$ cat src/rtl/dsram_arbiter_if.sv
// Bus bundle between the two requesters, the arbiter and the data SRAM.
// Carries m0/m1 request/response channels plus the SRAM pin group.
interface dsram_arbiter_if #(
    parameter int ADDR_W = 32,
    parameter int DATA_W = 32
) ();
    logic              m0_req;
    logic              m0_wr;
    logic [3:0]        m0_wstrb;
    logic [ADDR_W-1:0] m0_addr;
    logic [DATA_W-1:0] m0_wdata;
    logic              m0_gnt;
    logic              m0_rvalid;
    logic [DATA_W-1:0] m0_rdata;

    logic              m1_req;
    logic              m1_wr;
    logic [3:0]        m1_wstrb;
    logic [ADDR_W-1:0] m1_addr;
    logic [DATA_W-1:0] m1_wdata;
    logic              m1_gnt;
    logic              m1_rvalid;
    logic [DATA_W-1:0] m1_rdata;

    logic              data_sram_en;
    logic [3:0]        data_sram_we;
    logic [ADDR_W-1:0] data_sram_addr;
    logic [DATA_W-1:0] data_sram_wdata;
    logic [DATA_W-1:0] data_sram_rdata;

    modport slave (
        input  m0_req, m0_wr, m0_wstrb, m0_addr, m0_wdata,
        output m0_gnt, m0_rvalid, m0_rdata,
        input  m1_req, m1_wr, m1_wstrb, m1_addr, m1_wdata,
        output m1_gnt, m1_rvalid, m1_rdata,
        output data_sram_en, data_sram_we,
        output data_sram_addr, data_sram_wdata,
        input  data_sram_rdata
    );

    modport master (
        output m0_req, m0_wr, m0_wstrb, m0_addr, m0_wdata,
        input  m0_gnt, m0_rvalid, m0_rdata,
        output m1_req, m1_wr, m1_wstrb, m1_addr, m1_wdata,
        input  m1_gnt, m1_rvalid, m1_rdata,
        input  data_sram_en, data_sram_we,
        input  data_sram_addr, data_sram_wdata,
        output data_sram_rdata
    );
endinterface

$ cat src/rtl/dsram_arbiter.sv
// Data SRAM arbiter: CPU port (m0) and debug/DMA port (m1) share one SRAM.
// Ports: clk, resetn (async active-low), bus (dsram_arbiter_if.slave).
// Grant is combinational, read data returns to its owner one cycle later.
// Port 1 is force-granted after STARVE_MAX consecutive losing cycles.
// Option: define DSRAM_ARB_RR_EN for round-robin; default is m0 priority.
module dsram_arbiter #(
    parameter int ADDR_W     = 32,
    parameter int DATA_W     = 32,
    parameter int STARVE_MAX = 7
) (
    input logic           clk,
    input logic           resetn,
    dsram_arbiter_if.slave bus
);
    localparam logic [3:0] STARVE_LIM = 4'(STARVE_MAX);

    logic       rd_pend;
    logic       rd_owner;
    logic [3:0] starve_cnt;
    logic       force1;
    logic       gnt0;
    logic       gnt1;
    logic       rd_go;

    logic [ADDR_W-1:0] sel_addr;
    logic [DATA_W-1:0] sel_wdata;
    logic [3:0]        sel_we;

    assign force1 = bus.m1_req && (starve_cnt == STARVE_LIM);

`ifdef DSRAM_ARB_RR_EN
    logic last_gnt;
    // On conflict the port that did not win last time goes next.
    assign gnt1 = bus.m1_req &
                  (~bus.m0_req | force1 | ~last_gnt);
`else
    assign gnt1 = bus.m1_req & (~bus.m0_req | force1);
`endif

    assign gnt0 = bus.m0_req & ~gnt1;

    assign bus.m0_gnt = gnt0;
    assign bus.m1_gnt = gnt1;

    always_comb begin
        sel_addr  = '0;
        sel_wdata = '0;
        sel_we    = 4'h0;
        unique case (1'b1)
            gnt0: begin
                sel_addr  = bus.m0_addr;
                sel_wdata = bus.m0_wdata;
                sel_we    = bus.m0_wr ? bus.m0_wstrb : 4'h0;
            end
            gnt1: begin
                sel_addr  = bus.m1_addr;
                sel_wdata = bus.m1_wdata;
                sel_we    = bus.m1_wr ? bus.m1_wstrb : 4'h0;
            end
            default: begin
            end
        endcase
    end

    assign bus.data_sram_en    = gnt0 | gnt1;
    assign bus.data_sram_we    = sel_we;
    assign bus.data_sram_addr  = sel_addr;
    assign bus.data_sram_wdata = sel_wdata;

    assign rd_go = (gnt0 & ~bus.m0_wr) | (gnt1 & ~bus.m1_wr);

    always_ff @(posedge clk or negedge resetn) begin
        if (!resetn) begin
            rd_pend    <= 1'b0;
            rd_owner   <= 1'b0;
            starve_cnt <= 4'd0;
        end else begin
            rd_pend <= rd_go;
            if (rd_go) begin
                rd_owner <= gnt1;
            end
            if (bus.m1_req & ~gnt1) begin
                if (starve_cnt != STARVE_LIM) begin
                    starve_cnt <= starve_cnt + 4'd1;
                end
            end else begin
                starve_cnt <= 4'd0;
            end
        end
    end

`ifdef DSRAM_ARB_RR_EN
    always_ff @(posedge clk or negedge resetn) begin
        if (!resetn) begin
            last_gnt <= 1'b1;
        end else if (gnt0 | gnt1) begin
            last_gnt <= gnt1;
        end
    end
`endif

    assign bus.m0_rvalid = rd_pend & ~rd_owner;
    assign bus.m1_rvalid = rd_pend & rd_owner;
    assign bus.m0_rdata  = bus.m0_rvalid ? bus.data_sram_rdata : '0;
    assign bus.m1_rdata  = bus.m1_rvalid ? bus.data_sram_rdata : '0;
endmodule

$ cat src/flat_wrapper.sv
// flat-port wrapper written by rule: the top's interface ports become plain ports
module dsram_arbiter_flat 
#(
    parameter int ADDR_W     = 32,
    parameter int DATA_W     = 32,
    parameter int STARVE_MAX = 7
)
  (clk, resetn, bus_m0_req, bus_m0_wr, bus_m0_wstrb, bus_m0_addr, bus_m0_wdata, bus_m0_gnt, bus_m0_rvalid, bus_m0_rdata, bus_m1_req, bus_m1_wr, bus_m1_wstrb, bus_m1_addr, bus_m1_wdata, bus_m1_gnt, bus_m1_rvalid, bus_m1_rdata, bus_data_sram_en, bus_data_sram_we, bus_data_sram_addr, bus_data_sram_wdata, bus_data_sram_rdata);
  dsram_arbiter_if #(.ADDR_W(ADDR_W), .DATA_W(DATA_W)) bus_i ();
  input logic clk;
  input logic resetn;
  input wire logic [$bits(bus_i.m0_req)-1:0] bus_m0_req;
  input wire logic [$bits(bus_i.m0_wr)-1:0] bus_m0_wr;
  input wire logic [$bits(bus_i.m0_wstrb)-1:0] bus_m0_wstrb;
  input wire logic [$bits(bus_i.m0_addr)-1:0] bus_m0_addr;
  input wire logic [$bits(bus_i.m0_wdata)-1:0] bus_m0_wdata;
  output wire logic [$bits(bus_i.m0_gnt)-1:0] bus_m0_gnt;
  output wire logic [$bits(bus_i.m0_rvalid)-1:0] bus_m0_rvalid;
  output wire logic [$bits(bus_i.m0_rdata)-1:0] bus_m0_rdata;
  input wire logic [$bits(bus_i.m1_req)-1:0] bus_m1_req;
  input wire logic [$bits(bus_i.m1_wr)-1:0] bus_m1_wr;
  input wire logic [$bits(bus_i.m1_wstrb)-1:0] bus_m1_wstrb;
  input wire logic [$bits(bus_i.m1_addr)-1:0] bus_m1_addr;
  input wire logic [$bits(bus_i.m1_wdata)-1:0] bus_m1_wdata;
  output wire logic [$bits(bus_i.m1_gnt)-1:0] bus_m1_gnt;
  output wire logic [$bits(bus_i.m1_rvalid)-1:0] bus_m1_rvalid;
  output wire logic [$bits(bus_i.m1_rdata)-1:0] bus_m1_rdata;
  output wire logic [$bits(bus_i.data_sram_en)-1:0] bus_data_sram_en;
  output wire logic [$bits(bus_i.data_sram_we)-1:0] bus_data_sram_we;
  output wire logic [$bits(bus_i.data_sram_addr)-1:0] bus_data_sram_addr;
  output wire logic [$bits(bus_i.data_sram_wdata)-1:0] bus_data_sram_wdata;
  input wire logic [$bits(bus_i.data_sram_rdata)-1:0] bus_data_sram_rdata;
  assign bus_i.m0_req = bus_m0_req;
  assign bus_i.m0_wr = bus_m0_wr;
  assign bus_i.m0_wstrb = bus_m0_wstrb;
  assign bus_i.m0_addr = bus_m0_addr;
  assign bus_i.m0_wdata = bus_m0_wdata;
  assign bus_m0_gnt = bus_i.m0_gnt;
  assign bus_m0_rvalid = bus_i.m0_rvalid;
  assign bus_m0_rdata = bus_i.m0_rdata;
  assign bus_i.m1_req = bus_m1_req;
  assign bus_i.m1_wr = bus_m1_wr;
  assign bus_i.m1_wstrb = bus_m1_wstrb;
  assign bus_i.m1_addr = bus_m1_addr;
  assign bus_i.m1_wdata = bus_m1_wdata;
  assign bus_m1_gnt = bus_i.m1_gnt;
  assign bus_m1_rvalid = bus_i.m1_rvalid;
  assign bus_m1_rdata = bus_i.m1_rdata;
  assign bus_data_sram_en = bus_i.data_sram_en;
  assign bus_data_sram_we = bus_i.data_sram_we;
  assign bus_data_sram_addr = bus_i.data_sram_addr;
  assign bus_data_sram_wdata = bus_i.data_sram_wdata;
  assign bus_i.data_sram_rdata = bus_data_sram_rdata;
  dsram_arbiter #(.ADDR_W(ADDR_W), .DATA_W(DATA_W), .STARVE_MAX(STARVE_MAX)) u_core (.clk(clk), .resetn(resetn), .bus(bus_i));
endmodule
$ cat config.mk
export PLATFORM = sky130hd
export DESIGN_NAME = dsram_arbiter_flat
export DESIGN_NICKNAME = d
export VERILOG_FILES = /design/src/rtl/dsram_arbiter_if.sv /design/src/rtl/dsram_arbiter.sv /design/src/flat_wrapper.sv
export SDC_FILE = /design/constraint.sdc
export NUM_CORES = 1
export LEC_CHECK = 0
export BUFFER_PORTS_ARGS = -buffer_cell sky130_fd_sc_hd__buf_4
export CELL_PAD_IN_SITES_DETAIL_PLACEMENT = 2
export CELL_PAD_IN_SITES_GLOBAL_PLACEMENT = 2
export CORE_UTILIZATION = 10
export DETAILED_ROUTE_END_ITERATION = 10
export PLACE_DENSITY = 0.76
export SLEW_MARGIN = 25
export SYNTH_ARGS = -nofsm -noshare
export SYNTH_HDL_FRONTEND = slang
export SYNTH_SLANG_ARGS = --single-unit
$ cat constraint.sdc
create_clock -name clk -period 1.4 [get_ports clk]
set_clock_uncertainty 0.1 [all_clocks]
set_input_delay 0.14 -clock clk [delete_from_list [all_inputs] [get_ports clk]]
set_output_delay 0.14 -clock clk [all_outputs]
set_load 0.05 [all_outputs]
==> results of run 1 <==
[stage by stage]
step	power (mW)	cell area, µm²	utilization	TNS [ps]
after floorplan	1.826	2674	-	-20370
after global routing	4.292	7116	0.3766	-55990
final	4.136	7116	0.3766	-49820
after detailed placement	2.830	5409	0.2863	-19650
after CTS	4.033	6892	0.3648	-48790
after global placement	2.769	5409	0.2863	-16660
[cells in the final DEF, fill, tap and decap left out]
master / n
and3_4: 32
a22o_1: 1
nand3_1: 68
buf_16: 9
o21ai_2: 1
or2_2: 1
nand3_2: 1
nand2b_1: 2
nor3b_2: 1
buf_8: 94
nor2b_4: 1
inv_12: 1
buf_12: 14
and2_4: 34
dfrtp_1: 6
nand2_1: 68
xor2_1: 1
mux2i_1: 1
clkbuf_16: 6
and3_1: 3
dlygate4sd3_1: 1
buf_4: 185
mux2i_2: 2
nand4b_4: 1
o21ai_4: 63
ha_4: 1
buf_6: 53
nand2_8: 1
mux2i_4: 2
xnor2_1: 1
[sequential cells by signal (all words and copies together) (netlist names)]
register / count
u_core.starve_cnt: 4
u_core.rd_owner: 1
u_core.rd_pend: 1
[per-layer routing]
metal / global-route usage / vias to the layer above / share of wire
met3: 0.03409 / 18 / 0.068
li1: - / 1788 / -
met4: 0.03604 / 0 / 0.020
met1: 0.1591 / 1899 / 0.33
met2: 0.3598 / 190 / 0.59
met5: 0 / - / 0
[power groups by stage]
| stage | combinational (mW) | sequential (mW) | clock, mW |
|---|---|---|---|
| floorplan | 1.63 | 0.197 | 0 |
| CTS | 3.36 | 0.195 | 0.474 |
| global route | 3.61 | 0.195 | 0.483 |
| global placement | 2.57 | 0.194 | 0 |
| finish | 3.48 | 0.194 | 0.466 |
| detailed placement | 2.63 | 0.195 | 0 |
[worst register-to-register path, delay by kind of cell (launching register included)]
family	cells	cell delay, ps
flops	1	380
fa+ha+maj	1	170
simple gates	2	350
mux	1	190
buf+inv	2	270
[worst paths after layout]
| path | from | end | cells after the start |
|---|---|---|---|
| worst max-delay path | u_core.starve_cnt[1] | bus_data_sram_wdata[16] | 7 |
| worst min register to register | u_core.starve_cnt[0] | u_core.starve_cnt[1] | 2 |
| worst max register to register | u_core.starve_cnt[1] | u_core.rd_pend | 6 |
| max in group asynchronous | resetn | u_core.starve_cnt[3] | 2 |
| worst min-delay path | bus_m0_wr | u_core.rd_pend | 2 |
| min in group asynchronous | resetn | u_core.rd_pend | 2 |
[what timing repair did]
item | 4_1_cts | 5_1_grt
cloned | 8 | 3
hold endpoints to repair | 6 | 0
setup endpoints to repair | 140 | 140
buffers inserted | 8 | 4
gates resized for setup | 309 | 30
hold buffers | 1 | 0
pin swaps | 30 | 5
[logic make-up (layout without fill, tap and decap cells)]
| kind of cell | Yosys count | count (layout) |
|---|---|---|
| multiplexers | 5 | 5 |
| AO/OA/AOI/OAI | 65 | 65 |
| AND/OR/NAND/NOR | 213 | 213 |
| buffers and inverters | 39 | 363 |
| XOR/XNOR | 2 | 2 |
| flip-flops | 6 | 6 |
| adder cells (fa/ha/maj) | 1 | 1 |
[cell type report]
class,instances,area (µm²)
Fill cell,2009,11780
Tap cell,260,325.3
Clock buffer,3,75.07
Timing Repair Buffer,359,4010
Multi-Input combinational cell,286,2539
Sequential cell,6,150.1
Inverter,1,16.27
==> reports/results.ini, run 1 <==
[outcome]
outcome=complete, but fails checks
violations=negative setup slack

[layout]
area_delta_synth_final_pct=266.4
layout.nets=832
diodes=0
final_cells=915
drive_above_1_share=0.7679

[power_and_ir_drop]
power.internal_mw=2.163
p_leak_nw=3.239
p_per_area_nw_per_um2=581.3
ir_worst_vdd_mv=0.3405
p_seq_frac=0.047
pwr-share-comb=0.841
clkPwrFrac=0.113
power.switching_mw=1.973
p_sw_frac=0.4770

[clocking]
h-tree-depth=1
cts_buffers=3
clk_latency_ps=230
cts_num_sinks=6
clk_pin_slew_ps=30
cts_tree=yes
cts_buffer_depth=2
root_buffer=clkbuf_16

[logic_synthesis]
yosys.area_share.adder=0.006443
synthArstFlopShare=1.000
postSynthAreaPerCell_um2=5.867
synth_top_area_share=0.1778
synth_compound_area_frac=0.2255
syn_inst=331
synth.most_common_cell=nand3_1
synthFlopType=dfrtp_1
syn_nets=506
synth_commonest_cells=nand3_1 (69), nand2_1 (68), and3_1 (35), o21ai_0 (35), and2_1 (34)
synthTopCellsByArea=nand3_1 (18%), nand2_1 (13%), o21ai_2 (13%)
ys_types=24
synth_top_family_by_area=simple AND/OR/NAND/NOR gates
synth_edf_count=0
ys_seq_area_frac=0.07732
synth_area_um2=1942
synth_seq_cells=6
yosys.area.top_type=nand3_1
synth_xor_area_frac=0.009021
synth_warnings=0
yosys.area_share.simple=0.5619
muxShareOfSynthArea=0.02577

[floorplanning]
ios=311
fp.coreArea_um2=18890
dieHeight_um=141.4
start_util=0.1028
die_area_um2=19980
die-width_um=141.4
row_count=50

[timing]
tightest_slew_ps=323.9
rsz0062_at_grt=yes
max_freq_mhz=512.9
final-max-slew-violation-count=0
fin_crit_ps=1950
finalSetupViolations=140
finalHoldViolations=0
hold_slack_ps=55.90
relSlewSlack=0.7840
timing.final.crit_share=1.393
setup_ws_ps=-549.8

[setup_path]
regToRegSetupSlack_ps=-130
critPathKind=flop to output pin
crit_family=buffers and inverters
required_ps=1160
cp_slowest_stage_delay_ps=380
arrival_ps=1710
end_kind=output pin
slowest_stage=dfrtp_1
start_kind=flop
worstPathBufferInverterCount=3
crit_fanout=10
crit_chain=ha_4, nand4b_4, nand2_8, inv_12, clkbuf_16, o21ai_4, buf_6

[placed_design]
placed_cells=889
hpwl_um=12680
place_worst_setup_slack_ps=-321.4
place_congestion=0.7713
numPortBuffers=310

[grt]
grt_pass1_wl_um=25900
grt_usage=0.1679
grt_pass1_vias=4500
overflow=0
antenna_found_initial=0
grt_max_degree=37

[drt]
drt-initial-drc-count=76
vias_per_cell=4.257
drc=0
wl_per_cell_um=19.74
vias=3895
drtAntennaViolNets=0
wirelength_um=18070
dr.pass1.iters=4

[run]
maxCapViolCount=0

[min_path]
hold_class=primary input to flop

Power figures use the tool's default switching activity.
==> run 2: changes to the inputs <==
--- a/config.mk
+++ b/config.mk
@@ -10,6 +10,7 @@
 export CELL_PAD_IN_SITES_GLOBAL_PLACEMENT = 2
 export CORE_UTILIZATION = 10
 export DETAILED_ROUTE_END_ITERATION = 10
+export HOLD_SLACK_MARGIN = 0.15
 export PLACE_DENSITY = 0.76
 export SLEW_MARGIN = 25
 export SYNTH_ARGS = -nofsm -noshare
==> constraint.sdc (replaced) <==
create_clock -name clk -period 1.4 [get_ports clk]
set_clock_uncertainty 0.1 [all_clocks]
set_input_delay 0.35 -clock clk [delete_from_list [all_inputs] [get_ports clk]]
set_output_delay 0.35 -clock clk [all_outputs]
set_load 0.05 [all_outputs]
==> run 2 against run 1 <==
Effect of this change:
- the run still ends with negative setup slack left
- die area is the same
- wire length grew 9.1%
- final cell count grew 2.1%
- critical endpoint is now bus_data_sram_we[3]
- sequential power is essentially flat
- cell area grew 6.2%
- combinational power grew 4%
- total power grew 3.8%
- flip-flop and latch count is the same
- fmax shrank 12%
- critical path depth is the same
- critical path type unchanged
- global-route usage grew 2.0 points
- highest routed layer unchanged
==> reports/results.ini, run 2 (synthesis gave the netlist of run 1 again) <==
[setup_path]
crit_chain=ha_4, nand4b_4, buf_12, nand2_8, buf_8, mux2i_2, buf_6
end_kind=output pin
required_ps=950  ; -210 ps
crit_fanout=6  ; -4
crit_family=buffers and inverters
critPathKind=flop to output pin
start_kind=flop
slowest_stage=dfrtp_1
cp_slowest_stage_delay_ps=390  ; about the same
r2r_start=u_core.starve_cnt[0]
worstPathBufferInverterCount=3  ; unchanged
arrival_ps=1760  ; +50 ps
critPathLaunch=u_core.starve_cnt[0]

[drt]
dr.pass1.iters=4  ; unchanged
drc=0  ; unchanged
vias_per_cell=4.272  ; +0.36%
wirelength_um=19710  ; +9.1%
drt-initial-drc-count=57  ; -25%
wl_per_cell_um=21.10  ; +6.9%
vias=3990  ; +2.4%
drtAntennaViolNets=0  ; unchanged

[layout]
finalInstanceArea_um2=7555  ; +6.2%
drive_above_1_share=0.7979  ; +0.02998
nFillCells=1993  ; -0.80%
top_regs=u_core.starve_cnt x4, u_core.rd_owner x1, u_core.rd_pend x1
area_delta_synth_final_pct=289.0
largest_register_ffs=4  ; unchanged
layout.nets=849  ; +2.0%
most-common-layout-cells=buf_4 (191), buf_8 (90), nand2_1 (68)
final_common_cell=buf_4
regMostFlops=u_core.starve_cnt

[timing]
rsz0062_at_grt=yes
relSlewSlack=0.8649  ; +0.08086
finalSetupViolations=143  ; +2.1%
tightest_slew_ps=198.7  ; -125.2 ps
final-max-slew-violation-count=0  ; unchanged
setup_tns_ps=-78340  ; -28520 ps
finalHoldViolations=0  ; unchanged
max_freq_mhz=451.6  ; -12%
fin_crit_ps=2214  ; +264.5 ps
setup_ws_ps=-814.3  ; -264.5 ps
timing.final.crit_share=1.582  ; +0.1889

[floorplanning]
row_count=50  ; unchanged
ios=311  ; unchanged
fp.coreArea_um2=18890  ; unchanged
dieHeight_um=141.4  ; unchanged
die-width_um=141.4  ; unchanged
die_area_um2=19980  ; unchanged
start_util=0.1028  ; unchanged

[clocking]
h-tree-depth=1  ; unchanged
cts_buffers=3  ; unchanged
cts_num_sinks=6  ; unchanged
cts_tree=yes
cts_buffer_depth=2  ; unchanged
clk_latency_ps=230  ; about the same
root_buffer=clkbuf_16
clk_pin_slew_ps=30  ; about the same

[placed_design]
place_area_um2=5628  ; +4.0%
numPortBuffers=310  ; unchanged
place_congestion=0.8063  ; +4.5%
hpwl_um=12470  ; -1.6%
place_worst_setup_slack_ps=-621.6  ; -300.1 ps

[grt]
grt_pass1_wl_um=28600  ; +10%
grt_pass1_vias=4692  ; +4.3%
grt_usage=0.1881  ; +0.02024
antenna_found_initial=1  ; +1
grt_max_degree=29  ; -22%
overflow=0  ; unchanged

[power_and_ir_drop]
ir_worst_vdd_mv=0.2519  ; -26%
p_per_area_nw_per_um2=568.2  ; -2.2%
p_leak_nw=3.472  ; +7.2%

[min_path]
hold_class=primary input to flop
hp-start=bus_m0_wr

[outcome]
outcome=complete, but fails checks
violations=negative setup slack

[run]
maxCapViolCount=0  ; unchanged

## run 2: changes by cell type in the layout (fill, tap and decap cells not counted), sizes merged
cell    delta
clkbuf     +1
buf       +11
bufbuf     +6
diode      +1
## run 2: worst paths after layout
path                                              to  slack [ps]  cells past startpoint
worst min-delay path                  u_core.rd_pend         260                      2
worst max register to register  u_core.starve_cnt[1]        -180                      7
max in group asynchronous            u_core.rd_owner         650                      2
worst min register to register  u_core.starve_cnt[0]         510                      2
min in group asynchronous       u_core.starve_cnt[2]         430                      2
worst max-delay path             bus_data_sram_we[3]        -810                      7
## run 2: report_power, final
part	internal [mW]	switching [mW]	leakage, nW
logic	1.70	1.92	3.36
clock network	0.378	0.0987	0.0382
registers	0.184	0.0117	0.0780
total	2.27	2.03	3.47
## run 2: worst register-to-register path, delay by kind of cell, from the launching register on
kind	cells	cell delay, ps
buffers and inverters	3	420
flip-flops	1	390
AND/OR/NAND/NOR	3	380
adder cells (fa/ha/maj)	1	170
## run 2: layout make-up
type,count,area [µm²],share of cell area
timing repair buffer,376,4358,0.5768
multi-input combinational,286,2623,0.3471
tap,260,325.3,0.04306
sequential,6,151.4,0.02004
clock buffer,4,78.83,0.01043
inverter,1,16.27,0.002153
antenna,1,2.502,0.0003312
## run 2: stage by stage
stage	power, mW	util	hold WS [ps]	instances
3_3_place_gp	2.871	0.2979	61.40	891
2_1_floorplan	1.938	-	-45.59	331
3_5_place_dp	2.928	0.2979	64.58	891
6_report	4.293	0.3999	256.4	934
5_1_grt	4.458	0.3999	264.0	934
4_1_cts	4.294	0.3932	251.5	933
## run 2: what timing repair did
| item | in CTS | in global routing |
|---|---|---|
| endpoints found under the hold margin | 6 | 0 |
| pin swaps | 14 | 19 |
| hold buffers | 1 | 0 |
| endpoints found under the setup margin | 142 | 142 |
| buffers inserted | 19 | 4 |
| cloned | 19 | 3 |
| gates resized for setup | 261 | 45 |
## run 2: layer usage
metal  up-vias  part of all wire  global-route usage
met5         -                 0                   0
met4         0             0.011             0.03661
met3        13             0.066             0.04354
met2       183              0.58              0.3895
met1      1965              0.35              0.1871
li1       1829                 -                   -
==> run 3: changes to the inputs <==
--- a/config.mk
+++ b/config.mk
@@ -8,10 +8,13 @@
 export BUFFER_PORTS_ARGS = -buffer_cell sky130_fd_sc_hd__buf_4
 export CELL_PAD_IN_SITES_DETAIL_PLACEMENT = 2
 export CELL_PAD_IN_SITES_GLOBAL_PLACEMENT = 2
+export CORE_ASPECT_RATIO = 2
 export CORE_UTILIZATION = 10
+export CTS_BUF_LIST = sky130_fd_sc_hd__clkbuf_4
 export DETAILED_ROUTE_END_ITERATION = 10
 export HOLD_SLACK_MARGIN = 0.15
 export PLACE_DENSITY = 0.76
+export SETUP_SLACK_MARGIN = 0.1
 export SLEW_MARGIN = 25
 export SYNTH_ARGS = -nofsm -noshare
 export SYNTH_HDL_FRONTEND = slang
==> run 3 against run 2 <==
Effect of this change:
- the flow still finishes with violations (negative setup slack)
- sequential share of layout area about the same
- total power is 8.0% lower
- combinational power fell by 2%
- die area increased by 0.17%
- final cell count is 0.75% lower
- critical path type unchanged
- critical endpoint is now bus_data_sram_addr[20]
==> reports/results.ini, run 3 (synthesis gave the netlist of run 1 again) <==
[floorplanning]
dieHeight_um=199.1  ; +41%
die_area_um2=20010  ; +0.17%
ios=311  ; unchanged
start_util=0.1026  ; -0.0001563
row_count=71  ; +42%
die-width_um=100.5  ; -29%
fp.coreArea_um2=18920  ; +0.15%

[timing]
timing.final.crit_share=1.556  ; -0.02517
relSlewSlack=0.8600  ; -0.004939
rsz0062_at_grt=yes
final-max-slew-violation-count=0  ; unchanged
max_freq_mhz=458.9  ; +1.6%
fin_crit_ps=2179  ; -35.24 ps
finalSetupViolations=142  ; -0.70%
setup_tns_ps=-80280  ; -1933 ps
setup_ws_ps=-779.1  ; +35.24 ps
finalHoldViolations=0  ; unchanged
tightest_slew_ps=210.1  ; +11.34 ps

[layout]
most-common-layout-cells=buf_4 (189), buf_6 (86), nand2_1 (68)
layout.nets=848  ; -0.12%
top_regs=u_core.starve_cnt x4, u_core.rd_owner x1, u_core.rd_pend x1
drive_above_1_share=0.8185  ; +0.02053
regMostFlops=u_core.starve_cnt
final_common_cell=buf_4
fin_util=0.3944  ; -0.005502
finalInstanceArea_um2=7462  ; -1.2%
diodes=0  ; -1
area_delta_synth_final_pct=284.3
largest_register_ffs=4  ; unchanged

[power_and_ir_drop]
fin_total_pwr_mw=3.950  ; -8.0%
p_leak_nw=3.407  ; -1.9%
ir_worst_vdd_mv=0.1976  ; -22%
p_per_area_nw_per_um2=529.3  ; -6.9%

[clocking]
cts_tree=yes
h-tree-depth=1  ; unchanged
cts_buffers=3  ; unchanged
root_buffer=clkbuf_4
cts_num_sinks=6  ; unchanged
clk_pin_slew_ps=60  ; +30 ps
cts_buffer_depth=2  ; unchanged
clk_latency_ps=250  ; +20 ps

[drt]
dr.pass1.iters=4  ; unchanged
drc=0  ; unchanged
drt-initial-drc-count=74  ; +30%
vias=4073  ; +2.1%
wl_per_cell_um=21.62  ; +2.4%
drtAntennaViolNets=0  ; unchanged
vias_per_cell=4.394  ; +2.9%
wirelength_um=20040  ; +1.7%

[min_path]
hold_class=primary input to flop

[grt]
grt_max_degree=38  ; +31%
antenna_found_initial=0  ; -1
grt_usage=0.1836  ; -0.004544
grt_pass1_wl_um=27460  ; -4.0%
overflow=0  ; unchanged
grt_pass1_vias=4763  ; +1.5%

[setup_path]
arrival_ps=1730  ; -30 ps
crit_chain=ha_4, nand4b_4, buf_8, clkbuf_16, nand3_2, o21ai_4, buf_8
slowest_stage=dfrtp_1
critPathKind=flop to output pin
cp_slowest_stage_delay_ps=410  ; +20 ps
crit_path_frequent_cell=buf_8
crit_fanout=7  ; +1
start_kind=flop
required_ps=950  ; about the same
end_kind=output pin

[placed_design]
hpwl_um=13310  ; +6.7%
place_congestion=0.8708  ; +8.0%
place_area_um2=5635  ; +0.13%
numPortBuffers=310  ; unchanged
place_worst_setup_slack_ps=-551.8  ; +69.74 ps

[outcome]
outcome=complete, but fails checks
violations=negative setup slack

[run]
maxCapViolCount=0  ; unchanged

-- run 3: final cells by class --
type | count | area, µm²
Timing Repair Buffer | 375 | 4189
Fill cell | 2037 | 11460
Tap cell | 255 | 319.1
Inverter | 1 | 16.27
Multi-Input combinational cell | 286 | 2755
Sequential cell | 6 | 152.6
Clock buffer | 4 | 30.03
-- run 3: path summary, 6_finish.rpt --
path	start	end	slack, ps	cells after the start
min	bus_m0_wr	u_core.rd_pend	220	2
min reg2reg	u_core.starve_cnt[0]	u_core.starve_cnt[0]	510	2
max in group asynchronous	resetn	u_core.starve_cnt[1]	700	2
min in group asynchronous	resetn	u_core.starve_cnt[0]	370	2
max	u_core.starve_cnt[0]	bus_data_sram_addr[20]	-780	7
max reg2reg	u_core.starve_cnt[0]	u_core.starve_cnt[1]	-260	7
-- run 3: through the flow --
| step | cells | hold WS [ps] |
|---|---|---|
| after floorplan | 331 | -45.59 |
| after global placement | 888 | 67.56 |
| after detailed placement | 888 | 71.41 |
| after CTS | 920 | 218.5 |
| after global routing | 927 | 231.3 |
| final | 927 | 224.1 |
-- run 3: worst max-delay path, delay by kind of cell (launching register included) --
kind	cells	cell delay (ps)
adder cells (fa/ha/maj)	1	180
flip-flops	1	410
AND/OR/NAND/NOR	2	270
AO/OA/AOI/OAI	1	90
buffers and inverters	3	520
-- run 3: what timing repair did --
action / CTS / global route
cloned: 13 / 5
hold buffers: 1 / 0
hold endpoints to repair: 6 / 0
gates resized for setup: 243 / 51
buffers inserted: 14 / 4
pin swaps: 18 / 11
endpoints found under the setup margin: 142 / 143
-- run 3: layer usage --
metal / global-route usage / routed length (µm)
met5: 0 / 0
met4: 0.05690 / 823
met3: 0.03148 / 1232
met2: 0.4082 / 12390
met1: 0.1527 / 5596
-- run 3: where the power goes --
group,internal (mW),switching [mW]
clock,0.128,0.0680
sequential,0.184,0.0106
combinational,1.64,1.92
